<file path="src/rtl/tone_divider.sv">
// Runtime-programmable square-wave divider for the organ tone path.
// Define TONE_DIV_ODD_EN for exact odd divisors (high half rounds up).
module tone_divider #(
  parameter int W       = 24,
  parameter int RST_DIV = 4
) (
  input  logic         I_CLK,
  input  logic         rst,
  input  logic         en,
  input  logic [W-1:0] div_in,
  input  logic         div_valid,
  output logic         div_ready,
  output logic         O_CLK,
  output logic         O_TICK,
  output logic [W-1:0] cur_div
);

  typedef enum logic [1:0] {
    IDLE,
    HIGH,
    LOW
  } state_e;

  localparam logic [W-1:0] RST_DIV_L = W'(RST_DIV);
  localparam logic [W-1:0] DIV_MIN   = W'(2);
  localparam logic [W-1:0] ONE       = W'(1);

  state_e       state_q, state_d;
  logic [W-1:0] cnt_q, cnt_d;
  logic         clk_q, clk_d;
  logic         tick_q, tick_d;
  logic [W-1:0] cur_q, cur_d;
  logic [W-1:0] pend_q, pend_d;
  logic         pv_q, pv_d;

  logic [W-1:0] hh;
  logic [W-1:0] hl;
  logic [W-1:0] div_clamp;
  logic         accept;
  logic         apply;

`ifdef TONE_DIV_ODD_EN
  // Odd divisors: the extra cycle goes to the high half.
  logic [W:0] cur_p1;
  assign cur_p1 = {1'b0, cur_q} + {{W{1'b0}}, 1'b1};
  assign hh     = cur_p1[W:1];
  assign hl     = cur_q >> 1;
`else
  // Even-only: the divisor LSB is dropped.
  assign hh = cur_q >> 1;
  assign hl = cur_q >> 1;
`endif

  assign div_clamp = (div_in < DIV_MIN) ? DIV_MIN : div_in;
  assign accept    = div_valid & ~pv_q;

  // Phase sequencing, boundary-aligned divisor update and handshake.
  always_comb begin
    state_d = state_q;
    cnt_d   = cnt_q;
    clk_d   = clk_q;
    tick_d  = 1'b0;
    cur_d   = cur_q;
    pend_d  = pend_q;
    pv_d    = pv_q;
    apply   = 1'b0;
    unique case (state_q)
      IDLE: begin
        clk_d = 1'b0;
        cnt_d = '0;
        apply = pv_q;
        if (en) begin
          state_d = HIGH;
          clk_d   = 1'b1;
          tick_d  = 1'b1;
        end
      end
      HIGH: begin
        if (!en) begin
          state_d = IDLE;
          clk_d   = 1'b0;
          cnt_d   = '0;
        end else if (cnt_q == hh - ONE) begin
          state_d = LOW;
          clk_d   = 1'b0;
          cnt_d   = '0;
        end else begin
          cnt_d = cnt_q + ONE;
        end
      end
      LOW: begin
        if (!en) begin
          state_d = IDLE;
          clk_d   = 1'b0;
          cnt_d   = '0;
        end else if (cnt_q == hl - ONE) begin
          apply   = pv_q;
          state_d = HIGH;
          clk_d   = 1'b1;
          tick_d  = 1'b1;
          cnt_d   = '0;
        end else begin
          cnt_d = cnt_q + ONE;
        end
      end
      default: begin
        state_d = IDLE;
        clk_d   = 1'b0;
        cnt_d   = '0;
      end
    endcase
    if (apply) begin
      cur_d = pend_q;
      pv_d  = 1'b0;
    end
    if (accept) begin
      pend_d = div_clamp;
      pv_d   = 1'b1;
    end
  end

  // State registers with synchronous reset.
  always_ff @(posedge I_CLK) begin
    if (rst) begin
      state_q <= IDLE;
      cnt_q   <= '0;
      clk_q   <= 1'b0;
      tick_q  <= 1'b0;
      cur_q   <= RST_DIV_L;
      pend_q  <= '0;
      pv_q    <= 1'b0;
    end else begin
      state_q <= state_d;
      cnt_q   <= cnt_d;
      clk_q   <= clk_d;
      tick_q  <= tick_d;
      cur_q   <= cur_d;
      pend_q  <= pend_d;
      pv_q    <= pv_d;
    end
  end

  assign div_ready = ~pv_q;
  assign O_CLK     = clk_q;
  assign O_TICK    = tick_q;
  assign cur_div   = cur_q;

endmodule

</file>
<file path="config.mk">
export PLATFORM = sky130hd
export DESIGN_NAME = tone_divider
export DESIGN_NICKNAME = d
export VERILOG_FILES = /design/src/rtl/tone_divider.sv
export SDC_FILE = /design/constraint.sdc
export NUM_CORES = 1
export LEC_CHECK = 0
export ABC_AREA = 0
export CORE_ASPECT_RATIO = 0.75
export CORE_MARGIN = 8
export CORE_UTILIZATION = 48
export DETAILED_ROUTE_END_ITERATION = 7
export PLACE_DENSITY = 0.7
export SLEW_MARGIN = 15
export SYNTH_ARGS = -nofsm -noshare
export SYNTH_HDL_FRONTEND = slang
export SYNTH_SLANG_ARGS = --single-unit
</file>
<file path="constraint.sdc">
create_clock -name I_CLK -period 6 [get_ports I_CLK]
set_input_delay 0.6 -clock I_CLK [delete_from_list [all_inputs] [get_ports I_CLK]]
set_output_delay 0.6 -clock I_CLK [all_outputs]
set_load 0.01 [all_outputs]
</file>
======== Word-level counts from Yosys, hierarchy flattened ========
Index checks and enable logic that the tools add are counted.
storage, ports and cells
  flip-flop bits (word level) ............. 77
  input bits .............................. 28
  output and inout port bits .............. 27
  logic and storage cells ................. 47
operators by class
  bitwise gates (word level) .............. 4
  order comparisons ....................... 1
  $add $sub $neg .......................... 2
  mux-type cells .......................... 21
  equality and inequality tests ........... 6
  reductions and logical operators ........ 6
operators by type and width
  operator                 count
  $add A24 B1 Y24 const B  1
  $eq A24 B24 Y1           1
  $lt A24 B2 Y1 const B    1
  $mux W24                 1
  $sub A23 B1 Y24 const B  1
  $mux W1                  11
  $mux W2                  5
  $ne A3 B3 Y1 const B     2
  $pmux W2 S3              1
  $pmux W1 S2              2
  $reduce_or A4 Y1         1
  $not A1 Y1               3
  $pmux W1 S3              1
  $reduce_and A3 Y1        1
  $eq A2 B1 Y1 const B     1
  $eq A2 B2 Y1 const B     1
  $logic_not A2 Y1         1
  $ne A2 B2 Y1 const B     1
  $reduce_and A2 Y1        1
  $reduce_bool A2 Y1       1
  $reduce_or A2 Y1         1
  $and A1 B1 Y1            1

======== Logic depth before layout (Yosys ltp) ========
Gate-level depths: netlist of run 1.
  depth in word-level cells ............... 7
  depth in mapped cells ................... 11
  gate-level depth less buffers ........... 9

======== Worst setup path after synthesis of run 1 ========
No wires, ideal clock.
  path kind ............................... register to register
  start ................................... reg cur_q[8], in the netlist cur_div[8]
  end ..................................... reg cur_q[12], in the netlist cur_div[12]
  slack ................................... 3.240 ns
  data arrival time ....................... 2.665 ns
  required time ........................... 5.905 ns
  stages on the path, launching flop included .. 11
  setup time .............................. 0.095 ns
  period minus slack after synthesis ...... 2.760 ns
  path buffers ............................ 3
  path through ............................ dfxtp_1 -> buf_6 -> or4_4 -> or3_1 -> a211o_1 -> a221oi_2 -> and4b_1 -> buf_6 -> nand2_4 -> buf_6 -> o311ai_1
between the ends
  cells in the longest elaborated chain, start to end .. 5
RTL lines
  what                    line  source
  start, declared         32    logic [W-1:0] cur_q, cur_d;
  start signal, assigned  137   cur_q <= cur_d;
  $sub A23 B1 Y24         96    end else if (cnt_q == hl - ONE) begin
  $eq A24 B24 Y1          96
  $mux W1                 96
  $mux W1                 92    if (!en) begin
  $pmux W1 S2             67    unique case (state_q)
No other way between the ends.
A chain may end at the register's enable or synchronous reset.

======== Worst setup path in the final report of run 1 ========
  start ................................... reg cur_q[1], in the netlist cur_div[1]
  end ..................................... reg cur_q[8], in the netlist cur_div[8]
Same word-level chain as after synthesis.

==> flow_metrics.py, run 1 <==
metrics = {
    "run_status": {
        "status": "finished clean",
    },
    "timing": {
        "fmax_mhz": 286,
        "hold_ws_ps": 454,
        "slew_viol_final": 0,
        "slew_headroom": 0.412,
        "tightest_slew_ps": 880,
        "setup_viol": 0,
        "fin_crit_sh": 0.583,
        "setup_tns_ps": 0,
        "fin_skew_ps": 6.09,
        "rsz0062_at_grt": "no",
        "period_needed_ps": 3500,
        "hold_viol": 0,
    },
    "route": {
        "drt_first_pass_iters": 5,
        "routed_via_density": 5.91,
        "final_antenna_net_count": 0,
        "routed_wl_um": 12400,
        "num_vias": 4299,
        "drc": 0,
        "first_iter_violations": 337,
        "wl_per_cell_um": 17.1,
    },
    "clock_network": {
        "cts-root-buf": "clkbuf_16",
        "post_cts_resized": 0,
        "htreeDepth": 3,
        "cts.reportedPaths.clkPinSlew_ps": 60,
        "cts_sinks": 77,
        "numCtsBuffers": 9,
        "clock_path_buffers": 2,
        "cts_setup_buffers": 0,
        "clk_latency_ps": 330,
        "cts_tree": "built",
        "holdBufCountCts": 0,
    },
    "layout": {
        "drive_gt1_frac": 0.0568,
        "syn2layout_area_growth_pct": 18.3,
        "instances_no_fill": 727,
        "mostFrequentLayoutCell": "nand2_1",
        "utilization": 0.585,
        "nets": 629,
        "final_cell_mix": "nand2_1 (82), dfxtp_1 (77), nor2_1 (59)",
        "insertedDiodeCount": 0,
    },
    "floorplan": {
        "die_w_um": 128,
        "core_area_um2": 9050,
        "die_h_um": 99.6,
        "ioPinCount": 55,
        "rows": 30,
        "start_util": 0.495,
        "dieArea_um2": 12700,
    },
    "global_route": {
        "grt_pass1_vias": 4016,
        "track_usage": 0.199,
        "antenna_found_initial": 0,
        "grt_remaining_overflow": 0,
        "grt_pass1_wl_um": 20500,
        "grt_max_degree": 80,
    },
    "setup_path": {
        "endpoint_kind": "flip-flop",
        "cp.arrival_ps": 3680,
        "slowest_delay_ps": 750,
        "crit_family": "simple AND/OR/NAND/NOR gates",
        "cp-start-kind": "flip-flop",
        "r2r_slack_ps": 2500,
        "cp_num_buf_inv": 1,
        "path_cells": "inv_1 -> ha_1 -> nor3b_2 -> and4b_2 -> a31oi_1 -> a2111oi_0 -> nand4b_1 -> o21ai_0 -> o311ai_1",
        "crit_type": "reg2reg",
        "cp_data_required_time_ps": 6190,
        "path_max_fanout": 22,
        "cpMaxStageDelayCell": "nand4b_1",
    },
    "power": {
        "leakagePower_nw": 1.78,
        "total_power_mw": 1.26,
        "power_density_nw_per_um2": 238,
        "ir_worst_vdd_v": 0.000144,
    },
    "synthesis": {
        "ys_seq_area_frac": 0.344,
        "syn_inst": 565,
        "async_reset_ff_frac": 0,
        "synth_edf_count": 0,
        "avgSynthCellArea_um2": 7.92,
        "syn-cell-area_um2": 4480,
        "ys_types": 62,
        "syn-num-nets": 599,
        "ys.flop_type": "dfxtp_1",
        "synth-seq-cells": 77,
        "yosysWarnings": 0,
    },
    "place": {
        "finalWeightedCongestion": 0.834,
        "placed_cells": 712,
        "port_buffers": 54,
        "post-dp-hpwl_um": 8690,
    },
    "worst_hold_path": {
        "hold_class": "reg2reg",
    },
    "job": {
        "cap_violations": 0,
    },
}
[routing by layer]
layer	routed length [um]	global-route usage	vias up
met5	0	0	-
met3	838	0.0599	9
met4	110	0.0392	0
met2	5570	0.309	138
li1	-	-	2099
met1	5880	0.266	2053
[logic make-up after synthesis]
family,after synthesis,share of synthesized area
xor+xnor,51,0.103
mux,1,0.00224
fa+ha+maj,6,0.0168
compound gates,128,0.192
simple gates,253,0.290
flops,77,0.344
buf+inv,49,0.0517
[flip-flops by register name, summed over array words and instances (netlist names)]
name / count
O_TICK: 1
state_q: 2
cnt_q: 24
O_CLK: 1
pend_q: 24
pv_q: 1
cur_div: 24
[per-stage QoR]
stage          cell area, um^2  setup WS, ps
2_1_floorplan             4480          3240
3_3_place_gp              5010          2650
3_5_place_dp              5010          2600
4_1_cts                   5290          2580
5_1_grt                   5290          2160
6_report                  5290          2500
[area by class of cell]
type | count | area [um^2]
clock inverters | 5 | 52.6
repair buffers | 59 | 573
multi-input cells | 439 | 2700
clock buffers | 10 | 229
flip-flops and latches | 77 | 1540
well taps | 128 | 160
fillers | 822 | 3750
inverters | 9 | 33.8
[worst paths after layout]
| path | depth (start not counted) | endpoint | startpoint |
|---|---|---|---|
| setup / recovery | 9 | cur_div[8] | cur_div[1] |
| hold / removal | 2 | pend_q[2] | pend_q[2] |
| setup reg to reg | 9 | cur_div[8] | cur_div[1] |
| hold reg to reg | 2 | pend_q[2] | pend_q[2] |
[synthesized netlist by cell type, drive strengths merged, types with 2 or more instances]
| cell | number | share of area |
|---|---|---|
| a2111o | 3 | 0.0075 |
| a2111oi | 2 | 0.0039 |
| a211o | 2 | 0.0042 |
| a21o | 2 | 0.0036 |
| a21oi | 27 | 0.030 |
| a221oi | 2 | 0.0053 |
| a31o | 2 | 0.0039 |
| a31oi | 25 | 0.035 |
| and2 | 2 | 0.0028 |
| and3 | 8 | 0.011 |
| and4 | 4 | 0.0078 |
| and4b | 2 | 0.0048 |
| buf | 10 | 0.019 |
| clkbuf | 30 | 0.025 |
| dfxtp | 77 | 0.34 |
| ha | 6 | 0.017 |
| inv | 9 | 0.0075 |
| nand2 | 83 | 0.071 |
| nand2b | 5 | 0.0070 |
| nand3 | 20 | 0.022 |
| nand4 | 5 | 0.0070 |
| nand4b | 3 | 0.0059 |
| nor2 | 59 | 0.049 |
| nor2b | 3 | 0.0042 |
| nor3 | 9 | 0.011 |
| nor3b | 24 | 0.041 |
| nor4 | 12 | 0.018 |
| o211ai | 3 | 0.0050 |
| o21ai | 27 | 0.030 |
| o22ai | 3 | 0.0042 |
| o311ai | 23 | 0.045 |
| or3 | 3 | 0.0042 |
| or4 | 5 | 0.0092 |
| xnor2 | 25 | 0.049 |
| xor2 | 25 | 0.049 |
[worst register-to-register path, cell delays in order (launching register included)]
cell	delay [ps]
dfxtp_1	350
inv_1	120
ha_1	200
nor3b_2	390
and4b_2	340
a31oi_1	90
a2111oi_0	510
nand4b_1	750
o21ai_0	460
o311ai_1	150
[power breakdown]
part           total [mW]  internal [mW]  switching, mW  leakage (nW)
Sequential          0.548          0.529         0.0191         0.626
Combinational       0.189         0.0788          0.111          1.02
Clock               0.524          0.317          0.206         0.138
No activity file was read; power rests on OpenSTA's default activity.
==> run 2, diff against run 1 <==
- PLACE_DENSITY: 0.7 -> 0.73
- clock period: 6 -> 3.2 ns (I/O delays scaled with it)
==> flow_metrics.py, run 2 (synthesized netlist as in run 1, its figures left out) <==
metrics = {
    "power": {
        "swShare": 0.268,
        "pwr-share-seq": 0.422,
        "leakagePower_nw": 1.89,
        "total_power_mw": 2.43,
        "ir_worst_vdd_v": 0.000332,
        "clockPowerShare": 0.421,
        "internal_power_mw": 1.78,
        "power_density_nw_per_um2": 444,
        "pwr-share-comb": 0.157,
        "switchingPower_uw": 650,
    },
    "clock_network": {
        "clock_path_buffers": 2,
        "cts-root-buf": "clkbuf_16",
        "cts.reportedPaths.clkPinSlew_ps": 60,
        "holdBufCountCts": 0,
        "clk_latency_ps": 340,
        "cts_tree": "built",
        "numCtsBuffers": 9,
        "cts_sinks": 77,
        "htreeDepth": 3,
    },
    "place": {
        "post-dp-hpwl_um": 8890,
        "port_buffers": 54,
        "finalWeightedCongestion": 0.841,
    },
    "global_route": {
        "grt_max_degree": 79,
        "grt_pass1_vias": 4174,
        "track_usage": 0.202,
        "antenna_found_initial": 0,
        "grt_pass1_wl_um": 20900,
        "grt_remaining_overflow": 0,
    },
    "route": {
        "drc": 0,
        "final_antenna_net_count": 0,
        "top_layer_used": "met4",
        "wl_met1_um": 5940,
        "route.met3.wl_um": 919,
        "num_vias": 4441,
        "routed_wl_um": 12800,
        "first_iter_violations": 309,
        "routed_via_density": 5.95,
        "wl_per_cell_um": 17.1,
        "wl_met2_um": 5770,
        "drt_first_pass_iters": 5,
    },
    "layout": {
        "mostFrequentLayoutCell": "nand2_1",
        "syn2layout_area_growth_pct": 22.0,
        "drive_gt1_frac": 0.0874,
        "nets": 647,
        "final_cell_mix": "nand2_1 (82), dfxtp_1 (77), nor2_1 (59)",
        "insertedDiodeCount": 0,
        "fill_cells": 812,
    },
    "setup_path": {
        "endpoint_kind": "flip-flop",
        "crit_type": "reg2reg",
        "cp-start-kind": "flip-flop",
        "cp_data_required_time_ps": 3410,
        "cp.arrival_ps": 3220,
        "path_max_fanout": 24,
    },
    "timing": {
        "fmax_mhz": 333,
        "period_needed_ps": 3010,
        "slew_viol_final": 0,
        "tightest_slew_ps": 859,
        "fin_crit_sh": 0.940,
        "setup_viol": 0,
        "setup_tns_ps": 0,
        "rsz0062_at_grt": "no",
        "fin_skew_ps": 6.02,
        "slew_headroom": 0.426,
        "hold_viol": 0,
    },
    "run_status": {
        "status": "finished clean",
    },
    "floorplan": {
        "dieArea_um2": 12700,
        "die_w_um": 128,
        "start_util": 0.495,
        "ioPinCount": 55,
        "rows": 30,
        "core_area_um2": 9050,
        "die_h_um": 99.6,
    },
    "job": {
        "cap_violations": 0,
    },
    "worst_hold_path": {
        "hold_class": "reg2reg",
    },
}
run 2: worst paths after layout:
| path | from | endpoint | slack (ps) | depth (start not counted) |
|---|---|---|---|---|
| worst max-delay path | cur_div[11] | cnt_q[11] | 190 | 7 |
| worst max register to register | cur_div[11] | cnt_q[11] | 190 | 7 |
| worst min register to register | pend_q[20] | pend_q[20] | 460 | 2 |
| worst min-delay path | pend_q[20] | pend_q[20] | 460 | 2 |
run 2: layer usage:
metal	vias to the layer above	global-route usage
li1	2149	-
met1	2127	0.268
met2	149	0.318
met3	16	0.0486
met4	0	0.0611
met5	-	0
run 2: repair_timing:
item	4_1_cts	5_1_grt
resized for setup	0	4
endpoints found under the hold margin	0	0
endpoints found under the setup margin	0	52
setup buffers	0	1
run 2: cell type report:
type,count,area [um^2],area share
clock buffers,12,246,0.0451
inverters,9,33.8,0.00618
clock inverters,4,47.5,0.00870
flip-flops and latches,77,1540,0.282
multi-input cells,439,2730,0.499
well taps,128,160,0.0293
repair buffers,77,708,0.130
run 2: worst max-delay path, cell delays in order (launching register included):
cell and delay [ps]:
dfxtp_1 480, or4_4 490, or3_1 360, a211o_1 320, a221oi_2 290, and4b_1 360
a21o_2 460, nor2_1 110
run 2: power groups by stage:
stage          clock, mW  combinational (mW)  sequential [mW]
6_report            1.02               0.380             1.03
5_1_grt             1.08               0.414             1.03
4_1_cts             1.04               0.368             1.02
3_5_place_dp           0               0.365             1.05
3_3_place_gp           0               0.360             1.04
2_1_floorplan          0               0.231             1.04
run 2: through the flow:
step / setup WS, ps / hold WS, ps / instances / instance area, um^2 / utilization
2_1_floorplan: 440 / 431 / 565 / 4480 / -
3_3_place_gp: 193 / 444 / 729 / 5140 / 0.568
3_5_place_dp: 127 / 448 / 729 / 5140 / 0.568
4_1_cts: 114 / 457 / 745 / 5430 / 0.601
5_1_grt: 4.67 / 476 / 746 / 5460 / 0.604
6_report: 193 / 455 / 746 / 5460 / 0.604
==> run 3, diff against run 2 <==
- CTS_CLUSTER_SIZE: unset -> 40
==> results of run 3 <==
Same layout as run 2: the final DEF is identical, and so are final timing and power.
